==> config.mk <==
export PLATFORM = sky130hd
export DESIGN_NAME = mole_spawner_flat
export DESIGN_NICKNAME = d
export VERILOG_FILES = /design/src/rtl/mole_pkg.sv /design/src/rtl/mole_spawner_if.sv /design/src/rtl/mole_lfsr.sv /design/src/rtl/mole_spawner.sv /design/src/flat_wrapper.sv
export SDC_FILE = /design/constraint.sdc
export NUM_CORES = 1
export LEC_CHECK = 0
export ABC_AREA = 1
export BUFFER_PORTS_ARGS = -buffer_cell sky130_fd_sc_hd__buf_2
export CAP_MARGIN = 40
export CELL_PAD_IN_SITES_DETAIL_PLACEMENT = 1
export CELL_PAD_IN_SITES_GLOBAL_PLACEMENT = 2
export CORE_MARGIN = 10
export CORE_UTILIZATION = 25
export DETAILED_ROUTE_END_ITERATION = 7
export GPL_ROUTABILITY_DRIVEN = 0
export GPL_TIMING_DRIVEN = 0
export HOLD_SLACK_MARGIN = 0.03
export PLACE_DENSITY_LB_ADDON = 0.1
export SYNTH_ARGS = -nofsm -noshare
export SYNTH_HDL_FRONTEND = slang
export SYNTH_SLANG_ARGS = --single-unit
==> constraint.sdc <==
create_clock -name clk -period 7.06 [get_ports clk]
set_input_delay 0 -clock clk [delete_from_list [all_inputs] [get_ports clk]]
set_output_delay 0 -clock clk [all_outputs]
set_load 0.005 [all_outputs]
==> src/rtl/mole_pkg.sv <==
// Shared types and constants for the whack-a-mole spawner and detector.
// Holds the FSM state enum, LFSR taps, default mole count and onehot type.
package mole_pkg;

   typedef enum logic [1:0] {
      IDLE,
      GAP,
      SHOW
   } spawn_state_t;

   // Galois mask for x^16 + x^14 + x^13 + x^11 + 1, right-shifting form.
   localparam logic [15:0] LFSR_TAPS = 16'hB400;

   localparam int N_MOLES_DEF = 10;

   typedef logic [N_MOLES_DEF-1:0] onehot_t;

   function automatic logic [7:0] sat_inc(input logic [7:0] v);
      return (v == 8'hFF) ? v : v + 8'd1;
   endfunction

endpackage

==> src/rtl/mole_spawner_if.sv <==
// Link between the mole spawner (master) and the mole detector (slave).
// Carries: active_onehot, led_toggle (to detector); hit_pulse, miss_pulse (back).
interface mole_spawner_if
   import mole_pkg::*;
#(
   parameter int N_MOLES = N_MOLES_DEF
);

   logic [N_MOLES-1:0] active_onehot;
   logic               led_toggle;
   logic               hit_pulse;
   logic               miss_pulse;

   modport master (
      output active_onehot,
      output led_toggle,
      input  hit_pulse,
      input  miss_pulse
   );

   modport slave (
      input  active_onehot,
      input  led_toggle,
      output hit_pulse,
      output miss_pulse
   );

endinterface

==> src/rtl/mole_lfsr.sv <==
// Seedable 16-bit Galois LFSR that steps only while adv is high.
// Ports: clk, rst_n (async low), adv (step enable), q (current value).
module mole_lfsr
   import mole_pkg::*;
#(
   parameter logic [15:0] SEED = 16'hACE1
) (
   input  logic        clk,
   input  logic        rst_n,
   input  logic        adv,
   output logic [15:0] q
);

   // An all-zero state would lock up, so a zero seed becomes 1.
   localparam logic [15:0] INIT = (SEED == 16'h0000) ? 16'h0001 : SEED;

   logic [15:0] nxt;

   always_comb begin
      nxt = {1'b0, q[15:1]};
      if (q[0]) begin
         nxt = nxt ^ LFSR_TAPS;
      end
   end

   always_ff @(posedge clk or negedge rst_n) begin
      if (!rst_n) begin
         q <= INIT;
      end else if (adv) begin
         q <= nxt;
      end
   end

endmodule

==> src/rtl/mole_spawner.sv <==
// Whack-a-mole spawner: dark gap, one random mole lit for a window, repeat.
// Ports: clk, rst_n (async low), enable, link (mole_spawner_if.master:
//   active_onehot, led_toggle out; hit_pulse, miss_pulse in),
//   spawn_pulse, mole_idx, hit_count, miss_count (all registered).
// Optional: define MOLE_SPAWNER_SPEEDUP_EN to shrink the window on each hit.
module mole_spawner
   import mole_pkg::*;
#(
   parameter int          N_MOLES           = N_MOLES_DEF,
   parameter int          WINDOW_CYCLES     = 50_000_000,
   parameter int          GAP_CYCLES        = 12_500_000,
   parameter logic [15:0] LFSR_SEED         = 16'hACE1,
   parameter int          MIN_WINDOW_CYCLES = 12_500_000,
   parameter int          WINDOW_STEP       = 2_500_000,
   localparam int         IW                = $clog2(N_MOLES)
) (
   input  logic             clk,
   input  logic             rst_n,
   input  logic             enable,
   mole_spawner_if.master   link,
   output logic             spawn_pulse,
   output logic [IW-1:0]    mole_idx,
   output logic [7:0]       hit_count,
   output logic [7:0]       miss_count
);

   spawn_state_t        state;
   spawn_state_t        state_n;
   logic [31:0]         gap_cnt;
   logic [31:0]         gap_n;
   logic [31:0]         win_cnt;
   logic [31:0]         win_n;
   logic [31:0]         win_load;
   logic [N_MOLES-1:0]  active;
   logic [N_MOLES-1:0]  act_n;
   logic [IW-1:0]       idx_n;
   logic                spawn_n;
   logic [7:0]          hit_n;
   logic [7:0]          miss_n;
   logic                en_q;
   logic                rise;
   logic                hit_take;
   logic [15:0]         lfsr;
   logic [IW-1:0]       raw;
   logic [IW-1:0]       pick;

   mole_lfsr #(
      .SEED (LFSR_SEED)
   ) u_lfsr (
      .clk   (clk),
      .rst_n (rst_n),
      .adv   (enable),
      .q     (lfsr)
   );

   assign rise     = enable & ~en_q;
   assign hit_take = enable & (state == SHOW) & link.hit_pulse;

   // Never repeat the previous mole: bump to the next index on a clash.
   always_comb begin
      raw  = IW'(lfsr % 16'(N_MOLES));
      pick = raw;
      if (raw == mole_idx) begin
         pick = (raw == IW'(N_MOLES - 1)) ? '0 : raw + 1'b1;
      end
   end

   // A same-cycle hit suppresses the expiry pulse.
   assign link.led_toggle = (state == SHOW) &&
                            (win_cnt == 32'd1) &&
                            !link.hit_pulse;

   assign link.active_onehot = active;

`ifdef MOLE_SPAWNER_SPEEDUP_EN
   logic [31:0] cur_win;
   logic [31:0] cur_n;

   always_comb begin
      cur_n = cur_win;
      if (rise) begin
         cur_n = 32'(WINDOW_CYCLES);
      end else if (hit_take) begin
         if (cur_win >= 32'(MIN_WINDOW_CYCLES + WINDOW_STEP)) begin
            cur_n = cur_win - 32'(WINDOW_STEP);
         end else begin
            cur_n = 32'(MIN_WINDOW_CYCLES);
         end
      end
   end

   always_ff @(posedge clk or negedge rst_n) begin
      if (!rst_n) begin
         cur_win <= 32'(WINDOW_CYCLES);
      end else begin
         cur_win <= cur_n;
      end
   end

   assign win_load = cur_win;
`else
   logic unused_cfg;

   assign win_load   = 32'(WINDOW_CYCLES);
   assign unused_cfg = ^{MIN_WINDOW_CYCLES, WINDOW_STEP};
`endif

   always_comb begin
      state_n = state;
      gap_n   = gap_cnt;
      win_n   = win_cnt;
      act_n   = active;
      idx_n   = mole_idx;
      spawn_n = 1'b0;
      hit_n   = hit_count;
      miss_n  = miss_count;

      unique case (state)
         IDLE: begin
            if (enable) begin
               state_n = GAP;
               gap_n   = 32'(GAP_CYCLES);
            end
         end
         GAP: begin
            if (gap_cnt <= 32'd1) begin
               state_n = SHOW;
               win_n   = win_load;
               act_n   = N_MOLES'(1) << pick;
               idx_n   = pick;
               spawn_n = 1'b1;
            end else begin
               gap_n = gap_cnt - 32'd1;
            end
         end
         SHOW: begin
            if (link.hit_pulse) begin
               act_n   = '0;
               hit_n   = sat_inc(hit_count);
               state_n = GAP;
               gap_n   = 32'(GAP_CYCLES);
            end else if (win_cnt <= 32'd1) begin
               act_n   = '0;
               state_n = GAP;
               gap_n   = 32'(GAP_CYCLES);
            end else begin
               win_n = win_cnt - 32'd1;
            end
         end
         default: begin
            state_n = IDLE;
         end
      endcase

      if (link.miss_pulse) begin
         miss_n = sat_inc(miss_n);
      end

      // Disabled: go dark and freeze the tallies.
      if (!enable) begin
         state_n = IDLE;
         act_n   = '0;
         idx_n   = mole_idx;
         spawn_n = 1'b0;
         hit_n   = hit_count;
         miss_n  = miss_count;
      end

      // A new game starts from zero.
      if (rise) begin
         hit_n  = 8'd0;
         miss_n = 8'd0;
      end
   end

   always_ff @(posedge clk or negedge rst_n) begin
      if (!rst_n) begin
         state       <= IDLE;
         gap_cnt     <= '0;
         win_cnt     <= '0;
         active      <= '0;
         mole_idx    <= '0;
         spawn_pulse <= 1'b0;
         hit_count   <= 8'd0;
         miss_count  <= 8'd0;
         en_q        <= 1'b0;
      end else begin
         state       <= state_n;
         gap_cnt     <= gap_n;
         win_cnt     <= win_n;
         active      <= act_n;
         mole_idx    <= idx_n;
         spawn_pulse <= spawn_n;
         hit_count   <= hit_n;
         miss_count  <= miss_n;
         en_q        <= enable;
      end
   end

endmodule

==> src/flat_wrapper.sv <==
// flat-port wrapper written by rule: the top's interface ports become plain ports
module mole_spawner_flat import mole_pkg::*;
#(
   parameter int          N_MOLES           = N_MOLES_DEF,
   parameter int          WINDOW_CYCLES     = 50_000_000,
   parameter int          GAP_CYCLES        = 12_500_000,
   parameter logic [15:0] LFSR_SEED         = 16'hACE1,
   parameter int          MIN_WINDOW_CYCLES = 12_500_000,
   parameter int          WINDOW_STEP       = 2_500_000,
   localparam int         IW                = $clog2(N_MOLES)
)
  (clk, rst_n, enable, spawn_pulse, mole_idx, hit_count, miss_count, link_active_onehot, link_led_toggle, link_hit_pulse, link_miss_pulse);
  mole_spawner_if #(.N_MOLES(N_MOLES)) link_i ();
  input  logic clk;
  input  logic rst_n;
  input  logic enable;
  output logic spawn_pulse;
  output logic [IW-1:0] mole_idx;
  output logic [7:0] hit_count;
  output logic [7:0] miss_count;
  output wire logic [$bits(link_i.active_onehot)-1:0] link_active_onehot;
  output wire logic [$bits(link_i.led_toggle)-1:0] link_led_toggle;
  input wire logic [$bits(link_i.hit_pulse)-1:0] link_hit_pulse;
  input wire logic [$bits(link_i.miss_pulse)-1:0] link_miss_pulse;
  assign link_active_onehot = link_i.active_onehot;
  assign link_led_toggle = link_i.led_toggle;
  assign link_i.hit_pulse = link_hit_pulse;
  assign link_i.miss_pulse = link_miss_pulse;
  mole_spawner #(.N_MOLES(N_MOLES), .WINDOW_CYCLES(WINDOW_CYCLES), .GAP_CYCLES(GAP_CYCLES), .LFSR_SEED(LFSR_SEED), .MIN_WINDOW_CYCLES(MIN_WINDOW_CYCLES), .WINDOW_STEP(WINDOW_STEP)) u_core (.clk(clk), .rst_n(rst_n), .enable(enable), .link(link_i), .spawn_pulse(spawn_pulse), .mole_idx(mole_idx), .hit_count(hit_count), .miss_count(miss_count));
endmodule
==> metrics.md, run 1 <==
| Metric | Value |
|---|---|
| Status | `complete, no violations` |
| Post-CTS Setup Bufs | `0` |
| Inserted Diodes | `0` |
| WL/cell | `about 13 um` |
| Post-synth cell types | `approximately 40` |
| Period utilization | `0.840` |
| Post-Syn Nets | `roughly 990` |
| Antenna viol nets, final | `0` |
| Critical Path Fanout Max | `5` |
| Max Slew Vio Count | `0` |
| Largest net degree at the start of global routing | `84` |
| Worst slew margin | `0.530` |
| Global route overflow | `0` |
| Most common cell on crit path | `nand2_2` |
| Reg-to-Reg Start | `u_core.u_lfsr.q[15]$_DFFE_PN1P_` |
| Post-synthesis async set-or-reset flop share | `1.00` |
| CTS tree | `built` |
| Synth area leader | `dfrtp_1` |
| CP Capture Type | `flip-flop` |
| Vias/cell | `around 4.4` |
| Worst-Margin Slew | `0.705 ns` |
| Core area | `roughly 0.027 mm^2` |
| Die ar. | `roughly 0.035 mm^2` |
| Initial DRC Count | `232` |
| Minimum clock period | `roughly 6 ns` |
| RSZ-0062 raised after global routing | `no` |
| Skew-Pair Late Insertion Delay | `0.41 ns` |
| First-pass GRT wire length | `33500 um` |
| Clk sinks | `between 100 and 150` |
| Post-synthesis instance total | `between 900 and 1000` |
| Synth Area per Inst | `7.08 um^2` |
| Hold Crit Class | `primary input to async pin` |
| Clock transition at path regs | `0.06 ns` |
| CTS hold repair buffers | `3` |
| Register-to-register setup slack | `1.13 ns` |
| Num rows | `60` |
| WL final | `19100 um` |
| Final net count | `1048` |
| Fmax | `169 MHz` |
| Yosys top cell area share | `0.383` |
| Number of synthesized flops with an enable pin | `0` |
| # setup viols final | `0` |
| Maximum root-to-sink buffer count | `2` |
| CP Class | `flip-flop to flip-flop` |
| Residual DRC | `0` |
| R2R Path End | `u_core.link.active_onehot[9]$_DFFE_PN0P_` |
| Hold Fails Final Rpt | `0` |
| Root buffer cell | `clkbuf_16` |
| Count of input and output buffers | `36` |
| HPWL after detailed placement | `about 14000 um` |
| Worst Reg2Reg Path Length in Cells | `62` |
| Ys flop type | `dfrtp_1` |
| TNS Setup | `0 ns` |
| Total track usage | `0.114` |
| Via Count | `6270` |
| Post-synthesis register bit count | `~110` |
| Number of max-cap violations | `0` |
| Type of origin of the critical path | `flip-flop` |
| Initial antenna violation count | `0` |
| Critical Path AT | `~6.3 ns` |
| CTS Buf Count | `17` |
| Die H | `between 150 and 200 um` |
| CTS H-tree lvls | `4` |
| Initial core utilization | `0.255` |
| Number of synthesis warnings | `0` |
| Post-cts gate resize count | `0` |
| Layout cells sized above 1 | `0.154` |
| Register area share after synthesis | `0.414` |
| Clock skew | `0.0126 ns` |
| 1st-pass router iterations | `4` |
| Fillers | `~3400` |
| Vias in the first global route | `6675` |
| Cells taking the most area after synthesis | `dfrtp_1 38%, nand2_1 11%, nand3_1 7.8%` |
| Layout area overhead | `18.7%` |
| Required time of the critical path | `7.41 ns` |
| Critical path's slowest cell | `dfstp_2` |
| Slowest stage delay, CP | `0.56 ns` |
| Syn Std Cell Area | `roughly 0.007 mm^2` |
| Die Span X | `186 um` |
| Ports | `37` |
cell type report:
| cell class | count | area (um^2) | area share |
|---|---|---|---|
| Multi-Input combinational cell | 692 | 3410 | 0.415 |
| Sequential cell | 114 | 2860 | 0.348 |
| Inverter | 162 | 608 | 0.0740 |
| Clock buffer | 28 | 537 | 0.0653 |
| Tap cell | 372 | 465 | 0.0567 |
| Timing Repair Buffer | 40 | 244 | 0.0297 |
| Clock inverter | 4 | 47.5 | 0.00579 |
| Buffer | 10 | 37.5 | 0.00457 |
sequential cells by signal, summed over array words and instances (netlist names):
name                       cells
u_core.hit_count               8
u_core.gap_cnt                32
u_core.state                   2
u_core.mole_idx                4
u_core.link.active_onehot     10
u_core.spawn_pulse             1
u_core.en_q                    1
u_core.u_lfsr.q               16
u_core.miss_count              8
u_core.win_cnt                32
through the flow:
| stage | hold slack (ns) | cell area, um^2 | std cells | util | setup slack [ns] |
|---|---|---|---|---|---|
| after floorplan | -0.296 | 6920 | 978 | - | 2.00 |
| after global placement | 0.255 | 7570 | 1386 | 0.279 | 1.03 |
| after detailed placement | -0.0810 | 7600 | 1387 | 0.280 | 1.03 |
| after CTS | 0.0310 | 8220 | 1422 | 0.303 | 0.994 |
| after global routing | 0.0821 | 8220 | 1422 | 0.303 | 0.279 |
| final | 0.0520 | 8220 | 1422 | 0.303 | 1.13 |
worst max-delay path: cells and delay by family, from the launching register on:
| family | cells | cell delay (ns) |
|---|---|---|
| buffers and inverters | 8 | 0.56 |
| AND/OR/NAND/NOR | 54 | 4.75 |
| flip-flops | 1 | 0.56 |
layer usage:
| layer | global-route usage | wire, um | part of all wire | up-vias |
|---|---|---|---|---|
| li1 | - | - | - | 3268 |
| met1 | 0.146 | 9530 | 0.50 | 2953 |
| met2 | 0.190 | 8970 | 0.47 | 40 |
| met3 | 0.0222 | 476 | 0.025 | 9 |
| met4 | 0.0300 | 167 | 0.0087 | 0 |
| met5 | 0 | 0 | 0 | - |
logic make-up (layout without fill, tap and decap cells):
kind of cell,after synthesis,after routing,share of synthesized area
simple gates,533,533,0.360
buf+inv,172,244,0.0933
compound gates,147,147,0.114
flops,114,114,0.414
fa+ha+maj,6,6,0.0108
xor+xnor,6,6,0.00759
placed cells by master (no fill, tap or decap), types with 14 or more instances in the layout:
cell type  synthesis  routed
a21oi_1           55      55
nand3_1          108     108
buf_2              0      35
nand2_1          198     198
clkbuf_16          0      17
o21ai_0           73      73
nor3_1            20      20
nand2_2           37      37
clkbuf_1          10      14
inv_1            140     140
nor2_1           114     114
inv_2             19      19
dfrtp_1          106     106
synthesized netlist by cell type (all sizes together) (3+ instances only):
library cell	count
nand3	118
ha	6
xnor2	3
clkinv	3
nand3b	6
a21oi	55
nor2	121
o21ai	78
dfstp	8
inv	159
dfrtp	106
nand4	9
nand2	242
nor3	20
o31ai	3
nor4	6
o21a	3
or2	4
clkbuf	10
xor2	3
and3	5
worst max path at each step:
| stage | to | from | slack [ns] |
|---|---|---|---|
| after detailed placement | u_core.link.active_onehot[9]$_DFFE_PN0P_ | u_core.u_lfsr.q[15]$_DFFE_PN1P_ | 1.03 |
| after floorplan | u_core.link.active_onehot[0]$_DFFE_PN0P_ | u_core.u_lfsr.q[15]$_DFFE_PN1P_ | 2.00 |
| final | u_core.link.active_onehot[9]$_DFFE_PN0P_ | u_core.u_lfsr.q[15]$_DFFE_PN1P_ | 1.13 |
| after global routing | u_core.link.active_onehot[9]$_DFFE_PN0P_ | u_core.u_lfsr.q[15]$_DFFE_PN1P_ | 0.28 |
| after global placement | u_core.link.active_onehot[5]$_DFFE_PN0P_ | u_core.u_lfsr.q[15]$_DFFE_PN1P_ | 1.03 |
| after CTS | u_core.link.active_onehot[9]$_DFFE_PN0P_ | u_core.u_lfsr.q[15]$_DFFE_PN1P_ | 0.99 |
Power of run 1 is left out: the tool's default activity adds up to more than one toggle a clock period on the data nets, which glitch-free logic cannot reach.
==> run 2, diff against run 1 <==
- clock period: 7.06 -> 4.9 ns (I/O delays scaled with it)
==> run 2 against run 1 <==
  * The run now ends with setup timing left
  * Fmax grew 2.4%
  * Die area is the same
  * Sequential cell count is the same
  * Critical endpoint is now u_core.link.active_onehot[5]$_DFFE_PN0P_
==> metrics.md, run 2 (same netlist as run 1, synthesis figures left out) <==
| Metric | Value |
|---|---|
| CP Class | `flip-flop to flip-flop (unchanged)` |
| Count of input and output buffers | `36 (unchanged)` |
| Final net count | `1087 (was 1048)` |
| 1st-pass router iterations | `4 (unchanged)` |
| Critical Path Fanout Max | `5 (unchanged)` |
| Commonest non-fill, non-tap cells in the layout | `140 x nand2_1, 123 x inv_1, 105 x dfrtp_1 (was 198 x nand2_1, 140 x inv_1, 114 x nor2_1)` |
| Worst setup endpoint | `u_core.link.active_onehot[5]$_DFFE_PN0P_ (was u_core.link.active_onehot[9]$_DFFE_PN0P_)` |
| Fmax | `173 MHz (was 169 MHz)` |
| Slowest stage delay, CP | `0.60 ns (was 0.56 ns)` |
| Regs by FF count | `u_core.gap_cnt x32, u_core.win_cnt x32, u_core.u_lfsr.q x16 (unchanged)` |
| Worst slew margin | `0.555 (was 0.530)` |
| Inserted Diodes | `0 (unchanged)` |
| Global route overflow | `0 (unchanged)` |
| Clock transition at path regs | `0.06 ns (about the same)` |
| Critical path startpoint | `u_core.u_lfsr.q[13]$_DFFE_PN1P_ (was u_core.u_lfsr.q[15]$_DFFE_PN1P_)` |
| Failing checks | `setup timing` |
| CP Capture Type | `flip-flop (unchanged)` |
| Most common cell on crit path | `nand2_4 (was nand2_2)` |
| Die Span X | `186 um (unchanged)` |
| Number of max-cap violations | `0 (unchanged)` |
| Residual DRC | `0 (unchanged)` |
| Skew-Pair Late Insertion Delay | `0.42 ns (was 0.41 ns)` |
| WL/cell | `13.8 um (was 13.5 um)` |
| First-pass GRT wire length | `34500 um (was 33500 um)` |
| Critical path's slowest cell | `dfstp_2 (unchanged)` |
| Vias/cell | `4.53 (was 4.41)` |
| Worst Slack Setup Final | `-0.892 ns (was 1.13 ns)` |
| Layout cells sized above 1 | `0.309 (was 0.154)` |
| Vias in the first global route | `7032 (was 6675)` |
| Layout area overhead | `34.9% (was 18.7%)` |
| Required time of the critical path | `5.20 ns (was 7.41 ns)` |
| Minimum clock period | `5.79 ns (was 5.93 ns)` |
| Commonest non-fill, non-tap cell in the layout | `nand2_1 (unchanged)` |
| Critical Path AT | `6.09 ns (was 6.29 ns)` |
| Total track usage | `0.117 (was 0.114)` |
| WL final | `20200 um (was 19100 um)` |
| Cell area after layout | `0.00934 mm^2 (was 0.00822 mm^2)` |
| CTS H-tree lvls | `4 (unchanged)` |
| Core area | `0.0271 mm^2 (unchanged)` |
| Antenna viol nets, final | `0 (unchanged)` |
| Root buffer cell | `clkbuf_16 (unchanged)` |
| Initial DRC Count | `195 (was 232)` |
| Hold Crit Class | `primary input to async pin (unchanged)` |
| Maximum root-to-sink buffer count | `2 (unchanged)` |
| CTS tree | `built (unchanged)` |
| Max Slew Vio Count | `0 (unchanged)` |
| Clk sinks | `114 (unchanged)` |
| Die H | `186 um (unchanged)` |
| Register-to-register setup slack | `-0.89 ns (was 1.13 ns)` |
| Hold Fails Final Rpt | `0 (unchanged)` |
| Period utilization | `1.18 (was 0.840)` |
| R2R Path End | `u_core.link.active_onehot[5]$_DFFE_PN0P_ (was u_core.link.active_onehot[9]$_DFFE_PN0P_)` |
| Initial core utilization | `0.255 (unchanged)` |
| Die ar. | `0.0347 mm^2 (unchanged)` |
| # setup viols final | `14 (was 0)` |
| Status | `finished with violations (was complete, no violations)` |
| RSZ-0062 raised after global routing | `yes (was no)` |
| Initial antenna violation count | `0 (unchanged)` |
| Clock skew | `0.0140 ns (was 0.0126 ns)` |
| Largest net degree at the start of global routing | `76 (was 84)` |
| Ports | `37 (unchanged)` |
| Worst Reg2Reg Path Length in Cells | `62 (unchanged)` |
| Type of origin of the critical path | `flip-flop (unchanged)` |
| Via Count | `6622 (was 6270)` |
| CTS Buf Count | `17 (unchanged)` |
| Num rows | `60 (unchanged)` |
| HPWL after detailed placement | `14700 um (was 14500 um)` |
| Reg-to-Reg Start | `u_core.u_lfsr.q[13]$_DFFE_PN1P_ (was u_core.u_lfsr.q[15]$_DFFE_PN1P_)` |
| Worst-Margin Slew | `0.668 ns (was 0.705 ns)` |
| Placed cell areas | `0.00768 mm^2 (was 0.00760 mm^2)` |
==> run 2: worst min path at each step <==
stage,from,end,slack [ns]
detailed placement,rst_n,u_core.miss_count[4]$_DFFE_PN0P_,-0.05
global route,rst_n,u_core.miss_count[4]$_DFFE_PN0P_,0.1
global placement,enable,u_core.en_q$_DFF_PN0_,0.26
floorplan,rst_n,u_core.en_q$_DFF_PN0_,-0.30
finish,rst_n,u_core.miss_count[4]$_DFFE_PN0P_,0.06
CTS,rst_n,u_core.miss_count[4]$_DFFE_PN0P_,0.07
==> run 2: area by class of cell <==
cell class              instances  area (um^2)
inverters                     162          616
fillers                      3290        17800
clock buffers                  22          454
flip-flops and latches        114         2860
multi-input cells             692         4230
repair buffers                 79          543
well taps                     372          465
plain buffers                  10         37.5
clock inverters                10          134
==> run 2: metrics by stage <==
step / TNS (ns) / util / setup slack (ns) / hold slack (ns) / cells
6_report: -11.85 / 0.345 / -0.892 / 0.0597 / 1461
5_1_grt: -19.03 / 0.345 / -1.40 / 0.0973 / 1461
3_5_place_dp: -15.56 / 0.283 / -1.13 / -0.0480 / 1387
4_1_cts: -12.11 / 0.323 / -0.901 / 0.0683 / 1445
3_3_place_gp: -15.37 / 0.282 / -1.11 / 0.256 / 1386
2_1_floorplan: -1.45 / - / -0.133 / -0.296 / 978
==> run 2: metal layers <==
layer / global-route usage / share of wire
met4: 0.0310 / 0.0088
met5: 0 / 0
met3: 0.0238 / 0.021
met2: 0.197 / 0.48
met1: 0.148 / 0.49
==> run 2: timing repair <==
action	CTS	global route
gates resized for setup	75	124
hold buffers	4	0
setup buffers	22	16
hold endpoints to repair	109	0
pin swaps	34	56
endpoints found under the setup margin	17	18
==> run 2: critical path: cells and delay by family, from the launching register on <==
kind	cells	cell delay, ns
and+or+nand+nor	53	4.26
DFF	1	0.60
buffers and inverters	7	0.51
AOI/OAI and AO/OA	2	0.27
Power of run 2 is left out for the same reason.
==> run 3, diff against run 2 <==
- CORE_ASPECT_RATIO: unset -> 0.7
==> run 3 against run 2 <==
  * The flow still finishes with violations (setup timing)
  * Sequential share of layout area shrank 0.21 points
  * Sequential cell count unchanged
  * Register-to-register slack got worse by 0.03 ns
  * Clock skew is 0.0026 ns lower
  * Setup slack got worse by 0.034 ns
  * First-iteration DRC count grew 4.6%
  * Cell count down 0.48%
  * Wire length increased by 1.8%
  * Largest cell class unchanged
==> metrics.md, run 3 (same netlist as run 1, synthesis figures left out) <==
| Metric | Value |
|---|---|
| Core area | `0.0270 mm^2 (was 0.0271 mm^2)` |
| Vias/cell | `4.48 (was 4.53)` |
| Die H | `159 um (was 186 um)` |
| Fillers | `3295 (was 3290)` |
| Worst Reg2Reg Path Length in Cells | `65 (was 62)` |
| First-pass GRT wire length | `33800 um (was 34500 um)` |
| Residual DRC | `0 (unchanged)` |
| Clock transition at path regs | `0.05 ns (was 0.06 ns)` |
| Critical path depth in cells | `65 (was 62)` |
| Count of input and output buffers | `36 (unchanged)` |
| Crit path max-delay family | `simple AND/OR/NAND/NOR gates (unchanged)` |
| Layout area overhead | `35.8% (was 34.9%)` |
| Critical path's slowest cell | `dfstp_2 (unchanged)` |
| WL/cell | `14.2 um (was 13.8 um)` |
| Crit path buffers/inverters | `11 (was 7)` |
| Die Span X | `219 um (was 186 um)` |
| CP Capture Type | `flip-flop (unchanged)` |
| Commonest non-fill, non-tap cells in the layout | `144 x nand2_1, 126 x inv_1, 106 x dfrtp_1 (was 140 x nand2_1, 123 x inv_1, 105 x dfrtp_1)` |
| RSZ-0062 raised after global routing | `yes (unchanged)` |
| Total track usage | `0.119 (was 0.117)` |
| Inserted Diodes | `0 (unchanged)` |
| Cell area after layout | `0.00940 mm^2 (was 0.00934 mm^2)` |
| Max Slew Vio Count | `0 (unchanged)` |
| Minimum clock period | `5.83 ns (was 5.79 ns)` |
| Antenna viol nets, final | `0 (unchanged)` |
| Number of max-cap violations | `0 (unchanged)` |
| Most common cell on crit path | `nand2_4 (unchanged)` |
| Placed cell areas | `0.00767 mm^2 (was 0.00768 mm^2)` |
| Vias in the first global route | `6541 (was 7032)` |
| WL final | `20600 um (was 20200 um)` |
| Ports | `37 (unchanged)` |
| Regs by FF count | `u_core.gap_cnt x32, u_core.win_cnt x32, u_core.u_lfsr.q x16 (unchanged)` |
| Worst setup endpoint | `u_core.link.active_onehot[8]$_DFFE_PN0P_ (was u_core.link.active_onehot[5]$_DFFE_PN0P_)` |
| CTS Buf Count | `17 (unchanged)` |
| CTS H-tree lvls | `4 (unchanged)` |
| Initial antenna violation count | `0 (unchanged)` |
| Initial core utilization | `0.256 (was 0.255)` |
| Num rows | `50 (was 60)` |
| Slowest stage delay, CP | `0.56 ns (was 0.60 ns)` |
| Clk sinks | `114 (unchanged)` |
| Die ar. | `0.0348 mm^2 (was 0.0347 mm^2)` |
| Hold Fails Final Rpt | `0 (unchanged)` |
| Required time of the critical path | `5.26 ns (was 5.20 ns)` |
| Worst Slack Setup Final | `-0.927 ns (was -0.892 ns)` |
| Skew-Pair Late Insertion Delay | `0.43 ns (was 0.42 ns)` |
| Hold Crit Class | `primary input to async pin (unchanged)` |
| Layout cells sized above 1 | `0.304 (was 0.309)` |
| Status | `finished with violations (unchanged)` |
| Root buffer cell | `clkbuf_16 (unchanged)` |
| 1st-pass router iterations | `4 (unchanged)` |
| Critical Path Fanout Max | `5 (unchanged)` |
| Clock skew | `0.0114 ns (was 0.0140 ns)` |
| Critical path startpoint | `u_core.u_lfsr.q[15]$_DFFE_PN1P_ (was u_core.u_lfsr.q[13]$_DFFE_PN1P_)` |
| Layout Utilization | `0.348 (was 0.345)` |
| CTS tree | `built (unchanged)` |
| HPWL after detailed placement | `14900 um (was 14700 um)` |
| Worst-Margin Slew | `0.661 ns (was 0.668 ns)` |
| Register-to-register setup slack | `-0.93 ns (was -0.89 ns)` |
| Failing checks | `setup timing (unchanged)` |
| Type of origin of the critical path | `flip-flop (unchanged)` |
| Worst slew margin | `0.559 (was 0.555)` |
| R2R Path End | `u_core.link.active_onehot[8]$_DFFE_PN0P_ (was u_core.link.active_onehot[5]$_DFFE_PN0P_)` |
| # setup viols final | `14 (unchanged)` |
| Place WS | `-1.09 ns (was -1.13 ns)` |
| Initial DRC Count | `204 (was 195)` |
| Largest net degree at the start of global routing | `59 (was 76)` |
| Reg-to-Reg Start | `u_core.u_lfsr.q[15]$_DFFE_PN1P_ (was u_core.u_lfsr.q[13]$_DFFE_PN1P_)` |
| Global route overflow | `0 (unchanged)` |
| Commonest non-fill, non-tap cell in the layout | `nand2_1 (unchanged)` |
| CP Class | `flip-flop to flip-flop (unchanged)` |
| Final net count | `1088 (was 1087)` |
| Maximum root-to-sink buffer count | `2 (unchanged)` |
| Via Count | `6510 (was 6622)` |
| Fmax | `172 MHz (was 173 MHz)` |
| Worst hold slack | `0.110 ns (was 0.0597 ns)` |
| Critical Path AT | `6.19 ns (was 6.09 ns)` |
| Period utilization | `1.19 (was 1.18)` |
[run 3: changes by cell type in the layout (fill, tap and decap cells not counted), sizes merged]
cell,change
bufinv,+2
clkbuf,+1
buf,+1
clkinv,-3
[run 3: worst min path at each step]
stage | startpoint | end | slack [ns] | cells after the start
2_1_floorplan | rst_n | u_core.en_q$_DFF_PN0_ | -0.30 | 0
3_3_place_gp | enable | u_core.en_q$_DFF_PN0_ | 0.25 | 1
3_5_place_dp | rst_n | u_core.gap_cnt[19]$_DFFE_PN0P_ | 0.03 | 1
4_1_cts | rst_n | u_core.gap_cnt[19]$_DFFE_PN0P_ | 0.13 | 2
5_1_grt | rst_n | u_core.gap_cnt[19]$_DFFE_PN0P_ | 0.16 | 2
6_report | rst_n | u_core.gap_cnt[19]$_DFFE_PN0P_ | 0.11 | 2
[run 3: routing by layer]
metal  GRT usage  wire length (um)  part of all wire
met3      0.0269               405             0.020
met2       0.166              8580              0.42
met4      0.0388               229             0.011
met1       0.176             11400              0.55
met5           0                 0                 0
[run 3: area by class of cell]
class	instances	area, um^2	area share
multi-input cells	692	4210	0.448
flip-flops and latches	114	2860	0.305
inverters	162	618	0.0658
repair buffers	80	551	0.0586
clock buffers	23	488	0.0519
well taps	364	455	0.0484
clock inverters	9	175	0.0186
plain buffers	10	37.5	0.00399
[run 3: stage by stage]
stage / std cells / TNS [ns]
floorplan: 978 / -1.45
global placement: 1378 / -15.85
detailed placement: 1379 / -15.51
CTS: 1434 / -12.51
global route: 1454 / -19.99
finish: 1454 / -12.60
[run 3: repair_timing]
item                       in CTS  in global routing
pin swaps                      38                 59
setup endpoints to repair      18                 18
gates resized for setup        66                122
hold buffers                    4                  0
buffers inserted               19                 20
gates cloned                    0                  0
hold endpoints to repair       61                  0
[run 3: worst reg2reg max path, delay by kind of cell, from the launching register on]
kind	cells	cell delay, ns
compound gates	1	0.16
buf+inv	11	0.83
flops	1	0.56
simple gates	53	4.23
Power of run 3 is left out for the same reason.
